### src/rtl/md5_match_scheduler.sv
// md5_match_scheduler: slides a STR_LEN-byte window over the cmd_parser byte
// stream, issues one padded MD5 block per window position to a fully pipelined
// MD5 core, and compares the returned digests against the target hash. Reports
// the offset of the first matching string and completes once the core drains.
module md5_match_scheduler #(
  parameter int unsigned STR_LEN = 19,
  parameter int unsigned LATENCY = 65
) (
  input  logic         clk_96mhz,
  input  logic         reset_n,
  input  logic         proc_start,
  input  logic [15:0]  proc_num_bytes,
  input  logic [7:0]   proc_data,
  input  logic         proc_data_valid,
  input  logic [127:0] proc_target_hash,
  output logic         proc_done,
  output logic         proc_match,
  output logic [15:0]  proc_byte_pos,
  output logic [511:0] m_out,
  output logic         valid_out,
  input  logic         valid_in,
  input  logic [31:0]  a_in,
  input  logic [31:0]  b_in,
  input  logic [31:0]  c_in,
  input  logic [31:0]  d_in
);

  // Counter width is fixed at 16 bits; LATENCY is carried for interface
  // compatibility only, since results are tracked by count, not by timing.
  localparam int unsigned CntW = 16 + 0 * LATENCY;
  localparam int unsigned WinW = 8 * STR_LEN;

  localparam logic [CntW-1:0] StrLenC = CntW'(STR_LEN);

  localparam logic [2:0] StIdle  = 3'd0;
  localparam logic [2:0] StFill  = 3'd1;
  localparam logic [2:0] StRun   = 3'd2;
  localparam logic [2:0] StDrain = 3'd3;
  localparam logic [2:0] StDone  = 3'd4;

  logic [2:0]      state_q, state_d;
  logic [CntW-1:0] num_q, num_d;
  logic [CntW-1:0] rxd_q, rxd_d;
  logic [CntW-1:0] issued_q, issued_d;
  logic [CntW-1:0] returned_q, returned_d;
  logic [WinW-1:0] win_q, win_d;
  logic            match_q, match_d;
  logic [CntW-1:0] pos_q, pos_d;
  logic [511:0]    m_q, m_d;
  logic            vout_q, vout_d;

  logic            active;
  logic            accept;
  logic            res_ok;
  logic            hit;
  logic            issue;
  logic [CntW-1:0] rxd_inc;
  logic [CntW-1:0] iss_inc;
  logic [CntW-1:0] ret_inc;
  logic [511:0]    pad;

  // Fixed MD5 padding for a single-block message: 0x80 marker plus bit length.
  always_comb begin
    pad                    = '0;
    pad[8*STR_LEN +: 8]    = 8'h80;
    pad[511:448]           = 64'(STR_LEN * 8);
  end

  // Next-state logic: window shift, issue decision, result compare, FSM.
  always_comb begin
    state_d    = state_q;
    num_d      = num_q;
    rxd_d      = rxd_q;
    issued_d   = issued_q;
    returned_d = returned_q;
    win_d      = win_q;
    match_d    = match_q;
    pos_d      = pos_q;
    m_d        = m_q;
    vout_d     = 1'b0;

    active  = (state_q == StFill) || (state_q == StRun);
    accept  = proc_data_valid && active;
    res_ok  = valid_in && (active || (state_q == StDrain));
    hit     = ({a_in, b_in, c_in, d_in} == proc_target_hash);
    rxd_inc = rxd_q + CntW'(accept);
    issue   = accept && (rxd_inc >= StrLenC) && !match_q;
    iss_inc = issued_q + CntW'(issue);
    ret_inc = returned_q + CntW'(res_ok);

    // Newest byte enters at the top so byte 0 of the window is the oldest.
    if (accept) begin
      win_d = (win_q >> 8) | (WinW'(proc_data) << (WinW - 8));
    end

    if (issue) begin
      m_d    = pad | 512'(win_d);
      vout_d = 1'b1;
    end

    // Only the first matching digest of a run is recorded.
    if (res_ok && hit && !match_q) begin
      match_d = 1'b1;
      pos_d   = returned_q;
    end

    case (state_q)
      StIdle, StDone: begin
        if (proc_start) begin
          num_d      = proc_num_bytes;
          rxd_d      = '0;
          issued_d   = '0;
          returned_d = '0;
          win_d      = '0;
          match_d    = 1'b0;
          pos_d      = '0;
          state_d    = (proc_num_bytes == '0) ? StDone : StFill;
        end
      end
      StFill, StRun: begin
        rxd_d      = rxd_inc;
        issued_d   = iss_inc;
        returned_d = ret_inc;
        if (accept && (rxd_inc == num_q)) begin
          // Skip DRAIN when nothing is left in flight.
          state_d = (ret_inc == iss_inc) ? StDone : StDrain;
        end else if ((state_q == StFill) && accept && (rxd_inc == StrLenC)) begin
          state_d = StRun;
        end
      end
      StDrain: begin
        returned_d = ret_inc;
        if (ret_inc == issued_q) begin
          state_d = StDone;
        end
      end
      default: state_d = StIdle;
    endcase
  end

  // State and output registers.
  always_ff @(posedge clk_96mhz or negedge reset_n) begin
    if (!reset_n) begin
      state_q    <= StIdle;
      num_q      <= '0;
      rxd_q      <= '0;
      issued_q   <= '0;
      returned_q <= '0;
      win_q      <= '0;
      match_q    <= 1'b0;
      pos_q      <= '0;
      m_q        <= '0;
      vout_q     <= 1'b0;
    end else begin
      state_q    <= state_d;
      num_q      <= num_d;
      rxd_q      <= rxd_d;
      issued_q   <= issued_d;
      returned_q <= returned_d;
      win_q      <= win_d;
      match_q    <= match_d;
      pos_q      <= pos_d;
      m_q        <= m_d;
      vout_q     <= vout_d;
    end
  end

  assign proc_done     = (state_q == StDone);
  assign proc_match    = match_q;
  assign proc_byte_pos = pos_q;
  assign m_out         = m_q;
  assign valid_out     = vout_q;

endmodule
### config.mk
export PLATFORM = sky130hd
export DESIGN_NAME = md5_match_scheduler
export DESIGN_NICKNAME = d
export VERILOG_FILES = /design/src/rtl/md5_match_scheduler.sv
export SDC_FILE = /design/constraint.sdc
export NUM_CORES = 1
export LEC_CHECK = 0
export ABC_AREA = 1
export BUFFER_PORTS_ARGS = -buffer_cell sky130_fd_sc_hd__buf_4
export CAP_MARGIN = 20
export CORE_AREA = 2 2 316 318
export DETAILED_ROUTE_END_ITERATION = 10
export DIE_AREA = 0 0 318 320
export SYNTH_ARGS = -nofsm -noshare
export SYNTH_HDL_FRONTEND = slang
export SYNTH_SLANG_ARGS = --single-unit
### constraint.sdc
create_clock -name clk_96mhz -period 4.04 [get_ports clk_96mhz]
set_clock_uncertainty 0.15 [all_clocks]
set_input_delay 0.202 -clock clk_96mhz [delete_from_list [all_inputs] [get_ports clk_96mhz]]
set_output_delay 0.202 -clock clk_96mhz [all_outputs]
set_load 0.05 [all_outputs]
Yosys cells after proc, flatten, opt, wreduce, memory -nomap -nowiden. Cells that the tools add are included.

Multiplexer cells: 21. Bitwise operators: 1. Reductions and logical operators: 23. Eq/ne operators: 12. Order comparisons: 1. Add/subtract/negate cells: 3.

Operator list (count): $mux 152 (3); $or 144x152->152 (1); $eq 128x128->1 (1); $pmux 16 s2 (3); $mux 16 (4); $add 16x1->16 (3); $eq 16x16->1 (3); $mux 3 (6); $eq 16x5->1 const B (1); $ge 16x5->1 const B (1); $logic_not 16->1 (1); $logic_and 1x1->1 (9); $pmux 3 s3 (1); $eq 3x2->1 const B (2); $reduce_and 2->1 (3); $mux 1 (4); $reduce_bool 2->1 (2); $reduce_or 2->1 (2); $eq 3x1->1 const B (1); $eq 3x3->1 const B (1); $logic_not 3->1 (1); $ne 3x3->1 const B (1); $reduce_and 3->1 (1); $reduce_or 3->1 (1); 4 further kinds (5).

Bits in registers: 390. Logic and storage cells: 71.

Logic depth before layout (Yosys ltp). Gate-level depths: netlist of the first run.

Depth in word-level cells: 12. Depth in mapped cells: 37. Mapped depth without buffers: 34.

Worst setup path before layout of the first run. Ideal clock, no wire load.

Path type: reg-to-reg. Start point: register state_q[2]. End point: register state_q[1]. Cell stages (with the launch flop): 34. Arrival: 3.933 ns. Buffers on the path: 3. Library setup time: 0.116 ns. Required time: 3.774 ns. Path slack: -0.160 ns. Cells stage by stage: dfrtp_1 > inv_1 > nand4_1 > buf_2 > clkinv_1 > clkbuf_1 > ha_1 > nand2_2 > nor2_8 > nand2_2 > o21ai_1 > nand2_1 > nand2_1 > nor2_2 > nand3_2 > nand2_4 > buf_6 > inv_2 > ha_1 > nand2_1 > nor2_1 > nand2_1 > o21ai_0 > nand2_1 > nand2_1 > inv_1 > nor2_1 > nand2_1 > nor2_1 > nand2_1 > nor2_1 > nor2_1 > nand2_1 > nand2_1.

Cells in the longest elaborated chain, start to end: 12. Elaborated cells on any way between the ends: 31. Those cells by class: add/sub (3); order compare (1); eq/ne (11); mux (3); reduce/logical (13).

Ends and longest elaborated chain: start, declared (line 41) `logic [2:0] state_q, state_d;`; start signal, assigned (line 144) `state_q <= StIdle;`; start signal, assigned (line 155) `state_q <= state_d;`; $eq 3x1->1 / $eq 3x2->1 (equally long branches) (line 82) `active = (state_q == StFill) || (state_q == StRun);`; $logic_or 1x1->1 * (line 82); $logic_and 1x1->1 * (line 83) `accept = proc_data_valid && active;`; $add 16x1->16 (line 86) `rxd_inc = rxd_q + CntW'(accept);`; $ge 16x5->1 (line 87) `issue = accept && (rxd_inc >= StrLenC) && !match_q;`; $logic_and 1x1->1 * (2 in a row) (line 87); named net issue (line 56) `logic issue;`; $add 16x1->16 * (line 88) `iss_inc = issued_q + CntW'(issue);`; $eq 16x16->1 * (line 126) `state_d = (ret_inc == iss_inc) ? StDone : StDrain;`; $mux 3 * (line 126); $mux 3 * (line 124) `if (accept && (rxd_inc == num_q)) begin`; $pmux 3 s3 * (line 107) `case (state_q)`.

The timed path passes the listed nets; every way through them passes the cells marked *. A chain may end at the register's enable or synchronous reset.

Worst setup path in the final report of the first run.
Start point: register state_q[1]. End point: register state_q[1].

The elaborated chain is that of the path after synthesis.

==> results of run 1 <==
## repair_timing
| item | 4_1_cts | 5_1_grt |
|---|---|---|
| hold endpoints to repair | 134 | 0 |
| resized for setup | 3 | 61 |
| cloned | 0 | 1 |
| setup endpoints to repair | 3 | 102 |
| pin swaps | 2 | 27 |
| hold buffers | 26 | 0 |
| setup buffers | 1 | 8 |
## logic make-up after synthesis
family | after synthesis | synth area share, %
buf+inv | 595 | 17.4
fa+ha+maj | 6 | 0.346
mux | 136 | 6.27
flops | 390 | 45.0
simple gates | 1082 | 20.6
compound gates | 249 | 6.04
other cells | 1 | 0.0173
xor+xnor | 107 | 4.32
## layer usage
layer / vias to the layer above / global-route usage [%] / routed length [um]
met5: - / 0 / 87
met4: 14 / 2.62 / 1040
li1: 8577 / - / -
met2: 606 / 21.2 / 33300
met1: 8581 / 21.3 / 37300
met3: 78 / 5.80 / 7980
## path summary, 6_finish.rpt
path,start,endpoint,cells past startpoint
setup reg to reg,state_q[1],state_q[1],31
hold / removal,proc_data_valid,rxd_q[0],6
min in group asynchronous,reset_n,m_out[81],2
setup / recovery,state_q[1],state_q[1],31
hold reg to reg,m_out[38],m_out[38],2
max in group asynchronous,reset_n,win_q[146],3
## power by group
| group | switching [mW] | internal [mW] |
|---|---|---|
| clock | 1.81 | 2.79 |
| sequential | 0.404 | 4.50 |
| combinational | 4.20 | 1.71 |
## cell type report
type | instances | area [sq um]
Tap cell | 1287 | 1610
Sequential cell | 390 | 9760
Timing Repair Buffer | 544 | 4260
Fill cell | 10500 | 70300
Clock buffer | 62 | 1330
Antenna cell | 10 | 25.0
Multi-Input combinational cell | 1936 | 9760
Inverter | 150 | 569
Clock inverter | 22 | 344
## metrics by stage
| step | std cells | total power, mW | hold WS [ps] | cell area (sq um) | worst slack (ps) |
|---|---|---|---|---|---|
| after floorplan | 2921 | 9.12 | -244 | 23000 | 5.18 |
| after global placement | 4271 | 10.7 | 193 | 25400 | 13.6 |
| after detailed placement | 4271 | 10.7 | 195 | 25400 | -40.2 |
| after CTS | 4382 | 15.5 | 111 | 27300 | 37.8 |
| after global routing | 4392 | 16.3 | 175 | 27600 | -129 |
| final | 4401 | 15.4 | 127 | 27700 | 227 |
## Yosys cell counts (15+ instances only)
master	instances	area share [%]
nand4_1	52	1.5
or2_2	15	0.43
buf_2	17	0.39
clkbuf_1	37	0.64
nand3_1	110	2.5
mux2i_1	136	6.3
nand2_1	537	9.3
o21ai_0	102	2.4
nor2_1	332	5.7
o21ai_1	98	2.3
xor2_1	62	2.5
buf_4	373	13
o22ai_1	35	1.0
xnor2_1	45	1.8
dfrtp_1	390	45
inv_1	145	2.5
## flip-flops by register name (all words and copies together) (netlist names)
register and cells:
m_out 153, num_q 16, proc_match 1, proc_byte_pos 16, rxd_q 16, win_q 152
state_q 3, returned_q 16, issued_q 16, valid_out 1
## worst max-delay path, delay by kind of cell, from the launching register on
kind                       cells  cell delay [ps]
adders and majority gates      2              340
and+or+nand+nor               25             2370
buffers and inverters          4              390
DFF                            1              440
## placed cells by master (no fill, tap or decap), types with 4 or more instances in the layout
cell / count
or2_2: 15
dlygate4sd3_1: 26
clkbuf_8: 8
clkbuf_1: 6
a21oi_1: 5
diode_2: 10
bufinv_16: 7
nor2_1: 321
nand4_1: 52
o21ai_0: 101
o21ai_1: 97
xor2_1: 62
inv_1: 144
buf_12: 5
nand3_1: 102
nand3_2: 8
buf_4: 509
xnor2_1: 45
conb_1: 356
nor2_2: 9
dfrtp_1: 388
clkbuf_16: 49
nand2_4: 6
mux2i_1: 136
nand2_1: 521
nor2_4: 8
o22ai_1: 35
nand2_2: 14
nor4_1: 4
nor3_1: 13
clkinv_2: 9
==> results.txt, run 1 <==
----------------------------------------------------
[Run status]
  Run status ... finished clean

[Layout]
  Share of post-route cells with drive strength above 1 ... 21.7%
  Fin util ... 28.2%
  Synth-to-Final Area Change ... 27.5%
  Number of nets at the end of the flow ... 3360

[Logic synthesis]
  Fraction of the yosys area taken by sequential cells ... 45.0%
  Avg Synthesized Cell Area ... 8.46 sq um
  Cell area after technology mapping ... 21700 sq um
  Number of warning messages in the yosys log ... 0
  Post-synthesis cell type count ... 39
  Number of instances in the synthesized netlist ... 2566
  Number of flops mapped to enable cells by yosys ... 0
  Number of register bits inferred by synthesis ... 390
  Main synth FF type ... dfrtp_1
  Share of flip-flops with an asynchronous set or reset after synthesis ... 100%

[Worst setup path]
  Worst Setup End Kind ... flip-flop
  Worst Path Required ... 4370 ps
  Startpoint Class ... flip-flop
  Cell type with the highest occurrence count on the critical path ... nand2_1
  Critical Path Fanout Max ... 7
  Start-to-end type of the worst setup path ... reg -> reg
  Library cell contributing the largest single delay on the critical path ... dfrtp_2
  Largest stage delay, worst path ... 440 ps
  Data arrival time of the critical path ... 4150 ps
  Setup slack of the most critical reg-to-reg path ... 230 ps

[Floorplanning]
  Die outline area ... 102000 sq um
  Die height ... 320 um
  Die extent in x ... 318 um
  Number of placement rows ... 115
  Starting density of the core ... 22.1%
  Count of boundary I/O pins ... 816
  Total core area ... 98000 sq um

[Global routing]
  GRT Resource Usage Total ... 14.9%
  First-pass GRT wire length ... 113000 um
  Antenna violations before repair ... 25
  Via count of the first global-routing pass ... 16800
  Overall overflow remaining after global route ... 0
  Largest net degree at the start of global routing ... 215

[STA]
  Ratio of final minimum period to clock period ... 94.4%
  Final number of hold-violating endpoints ... 0
  RSZ-0062 raised after global routing ... yes
  Setup_tns ... 0 ps
  Final critical path time including I/O delays and setup ... 3810 ps
  Max-Slew Margin vs Limit ... 24.7%
  Total of endpoints with negative setup slack in the final report ... 0
  Max Transition Viols Final ... 0
  Actual transition at the worst max-transition pin ... 1130 ps
  Maximum frequency from static timing analysis ... 262 MHz

[Drt]
  Routed WL ... 79800 um
  Total via count in the routed design ... 17900
  First-pass iteration count of the detailed router ... 5
  Post-route DRC ... 0
  Final routed wire length divided by cell count ... 18.1 um
  Initial drt markers ... 1274
  Routed via count divided by cell count ... 4.06
  Antenna Violating Nets Remaining ... 0

[Pwr]
  Total power divided by cell area ... 557 nW/um^2
  Pleak ... 14.7 nW
  Peak supply drop ... 0.459 mV

[Clock network]
  Clock-pin slew reported for the worst setup and hold paths after clock tree synthesis ... 50 ps
  Clock network latency to the later pin of the worst-skew pair ... 600 ps
  Clock tree from TritonCTS ... done
  Total clock sinks ... 390
  Library cell used as clock root buffer ... clkbuf_16
  H-Tree Level Count ... 2
  Maximum buffer depth of the clock tree ... 3
  Number of buffers added by the clock tree synthesis step ... 47

[Placed design]
  Routability congestion estimate from global placement ... 0.934
  DP HPWL ... 62700 um
  Input/output buffers ... 459

[Flow run]
  Max-capacitance violation count ... 0

[Worst hold path]
  Min-Delay Path Class ... in -> reg

----------------------------------------------------
Power figures use the tool's default switching activity.
==> run 2: changes to the inputs <==
--- a/config.mk
+++ b/config.mk
@@ -8,9 +8,9 @@
 export ABC_AREA = 1
 export BUFFER_PORTS_ARGS = -buffer_cell sky130_fd_sc_hd__buf_4
 export CAP_MARGIN = 20
-export CORE_AREA = 2 2 316 318
+export CORE_AREA = 2 2 315 317
 export DETAILED_ROUTE_END_ITERATION = 10
-export DIE_AREA = 0 0 318 320
+export DIE_AREA = 0 0 317 319
 export SYNTH_ARGS = -nofsm -noshare
 export SYNTH_HDL_FRONTEND = slang
 export SYNTH_SLANG_ARGS = --single-unit
==> constraint.sdc (replaced) <==
create_clock -name clk_96mhz -period 4.04 [get_ports clk_96mhz]
set_clock_uncertainty 0.15 [all_clocks]
set_input_delay 1.212 -clock clk_96mhz [delete_from_list [all_inputs] [get_ports clk_96mhz]]
set_output_delay 1.212 -clock clk_96mhz [all_outputs]
set_load 0.05 [all_outputs]
==> run 2 against run 1 <==
  * Critical path depth fell by 2
  * Fmax decreased by 2.5%
  * Sequential cell count is the same
  * Critical path type is now in -> reg
==> results.txt, run 2 (synthesis gave the netlist of run 1 again) <==
----------------------------------------------------
[Run status]
  Run status ... finished clean (unchanged)

[Worst setup path]
  Data arrival time of the critical path ... 4260 ps (was 4150 ps)
  Endpoint of the worst register-to-register path ... state_q[1] (unchanged)
  Cell type with the highest occurrence count on the critical path ... nand2_1 (unchanged)
  Worst Setup End Kind ... flip-flop (unchanged)
  Depth of the worst register-to-register path ... 29 (was 31)
  Largest stage delay, worst path ... 190 ps (was 440 ps)
  Library cell contributing the largest single delay on the critical path ... nor2_8 (was dfrtp_2)
  FF-to-FF Start ... state_q[0] (was state_q[1])
  Critical Path Fanout Max ... 5 (was 7)
  Setup slack of the most critical reg-to-reg path ... 250 ps (was 230 ps)
  Startpoint Class ... input port (was flip-flop)
  Start-to-end type of the worst setup path ... in -> reg (was reg -> reg)
  Beginning of the critical path ... proc_data_valid (was state_q[1])
  Worst Path Required ... 4390 ps (was 4370 ps)
  Last element of the critical path ... state_q[1] (unchanged)

[Layout]
  Top library cells by usage in the layout, fill and taps aside ... buf_4, nand2_1, dfrtp_1, conb_1, nor2_1 (was nand2_1, buf_4, dfrtp_1, conb_1, nor2_1)
  Flip-flop count of the largest register, all copies and words added ... 153 (unchanged)
  Most common cell after layout, fill and taps aside ... buf_4 (was nand2_1)
  Synth-to-Final Area Change ... 27.5% (about the same)
  Design area ... 27700 sq um (about the same)
  Number of nets at the end of the flow ... 3368 (was 3360)
  Share of post-route cells with drive strength above 1 ... 22.8% (was 21.7%)
  Fin util ... 28.3% (was 28.2%)

[Flow run]
  Max-capacitance violation count ... 0 (unchanged)

[Clock network]
  Clock-pin slew reported for the worst setup and hold paths after clock tree synthesis ... 60 ps (was 50 ps)
  Clock network latency to the later pin of the worst-skew pair ... 610 ps (was 600 ps)
  Total clock sinks ... 390 (unchanged)
  Library cell used as clock root buffer ... clkbuf_16 (unchanged)
  Number of buffers added by the clock tree synthesis step ... 45 (was 47)
  Maximum buffer depth of the clock tree ... 3 (unchanged)
  H-Tree Level Count ... 2 (unchanged)
  Hold buffer count at cts ... 0 (was 26)
  Clock tree from TritonCTS ... done (unchanged)

[Pwr]
  Total power divided by cell area ... 551 nW/um^2 (was 557 nW/um^2)
  Register share of total power ... 32.1% (was 31.8%)
  Total power ... 15.2 mW (was 15.4 mW)
  Relative contribution of the clock network to total power ... 29.3% (was 29.8%)
  Pleak ... 14.7 nW (about the same)
  P_int ... 8.92 mW (was 9.00 mW)
  P_sw ... 6.33 mW (was 6.42 mW)
  Share of total power in combinational logic ... 38.6% (was 38.4%)
  Switch share ... 41.5% (was 41.6%)
  Peak supply drop ... 0.557 mV (was 0.459 mV)

[Placed design]
  DP HPWL ... 62700 um (about the same)
  Total placed instance area ... 25800 sq um (was 25400 sq um)
  Input/output buffers ... 459 (unchanged)
  Routability congestion estimate from global placement ... 0.927 (was 0.934)

[STA]
  Maximum frequency from static timing analysis ... 256 MHz (was 262 MHz)
  Final critical path time including I/O delays and setup ... 3910 ps (was 3810 ps)
  Actual transition at the worst max-transition pin ... 1210 ps (was 1130 ps)
  Post-route worst hold slack ... 336 ps (was 127 ps)
  Ratio of final minimum period to clock period ... 96.8% (was 94.4%)
  Max-Slew Margin vs Limit ... 19.2% (was 24.7%)
  Total of endpoints with negative setup slack in the final report ... 0 (unchanged)
  RSZ-0062 raised after global routing ... yes (unchanged)
  Final number of hold-violating endpoints ... 0 (unchanged)
  Max Transition Viols Final ... 0 (unchanged)

[Floorplanning]
  Total core area ... 97700 sq um (was 98000 sq um)
  Die outline area ... 101000 sq um (was 102000 sq um)
  Number of placement rows ... 115 (unchanged)
  Die height ... 319 um (was 320 um)
  Starting density of the core ... 22.2% (was 22.1%)
  Count of boundary I/O pins ... 816 (unchanged)
  Die extent in x ... 317 um (was 318 um)

[Global routing]
  Overall overflow remaining after global route ... 0 (unchanged)
  Antenna violations before repair ... 20 (was 25)
  GRT Resource Usage Total ... 14.9% (about the same)
  First-pass GRT wire length ... 112000 um (was 113000 um)
  Via count of the first global-routing pass ... 16500 (was 16800)
  Largest net degree at the start of global routing ... 182 (was 215)

[Drt]
  Routed WL ... 78300 um (was 79800 um)
  Final routed wire length divided by cell count ... 17.8 um (was 18.1 um)
  Antenna Violating Nets Remaining ... 0 (unchanged)
  Post-route DRC ... 0 (unchanged)
  Total via count in the routed design ... 17500 (was 17900)
  First-pass iteration count of the detailed router ... 7 (was 5)
  Routed via count divided by cell count ... 3.97 (was 4.06)
  Initial drt markers ... 1355 (was 1274)

[Worst hold path]
  Min-Delay Path Class ... reg -> reg (was in -> reg)

----------------------------------------------------
[run 2: cell types whose count changed in the layout (fill, tap and decap cells not counted), sizes merged]
cell | previous run | this run
buf | 517 | 553
dlygate4sd3 | 26 | 0
clkinv | 14 | 8
inv | 149 | 151
clkbuf | 63 | 64
nor2 | 339 | 340
[run 2: area by class of cell]
type | count | area, sq um
diodes | 10 | 25.0
clock buffers | 64 | 1310
clock inverters | 18 | 322
fillers | 10400 | 70000
inverters | 150 | 576
multi-input cells | 1937 | 9800
flip-flops and latches | 390 | 9760
well taps | 1287 | 1610
repair buffers | 553 | 4270
[run 2: power by group through the flow]
stage | logic [mW] | registers, mW | clock network [mW]
finish | 5.88 | 4.90 | 4.47
global route | 6.39 | 4.98 | 4.75
CTS | 5.89 | 4.90 | 4.60
detailed placement | 5.88 | 4.96 | 0
global placement | 5.87 | 4.95 | 0
floorplan | 3.54 | 5.63 | 0
[run 2: routing by layer]
metal  vias up  track usage [%]  part of all wire, %
met5         -                0                 0.14
met4        14             2.29                  1.2
met3        75             5.79                   11
met2       563             20.6                   41
met1      8277             22.0                   47
li1       8593                -                    -
[run 2: worst min-delay path by stage]
stage               startpoint          to  slack (ps)  cells after the start
global placement     m_out[83]   m_out[83]         320                      2
detailed placement   m_out[39]   m_out[39]         330                      2
floorplan             num_q[8]    num_q[8]         310                      2
finish               m_out[39]   m_out[39]         340                      2
global route        m_out[140]  m_out[140]         360                      2
CTS                  m_out[39]   m_out[39]         340                      2
[run 2: worst max-delay path: cells and delay by family]
kind | cells | cell delay [ps]
AOI/OAI and AO/OA | 1 | 160
buffers and inverters | 4 | 450
adders and majority gates | 2 | 330
and+or+nand+nor | 22 | 2080
[run 2: per-stage QoR]
stage / TNS (ps) / cells / setup WS (ps)
2_1_floorplan: -824 / 2921 / -300
3_3_place_gp: -42010 / 4308 / -533
3_5_place_dp: -47720 / 4308 / -522
4_1_cts: 0 / 4390 / 116
5_1_grt: -104 / 4400 / -40.9
6_report: 0 / 4409 / 128
[run 2: timing repair]
action	in CTS	in global routing
resized for setup	0	38
buffers inserted	0	8
setup endpoints to repair	0	106
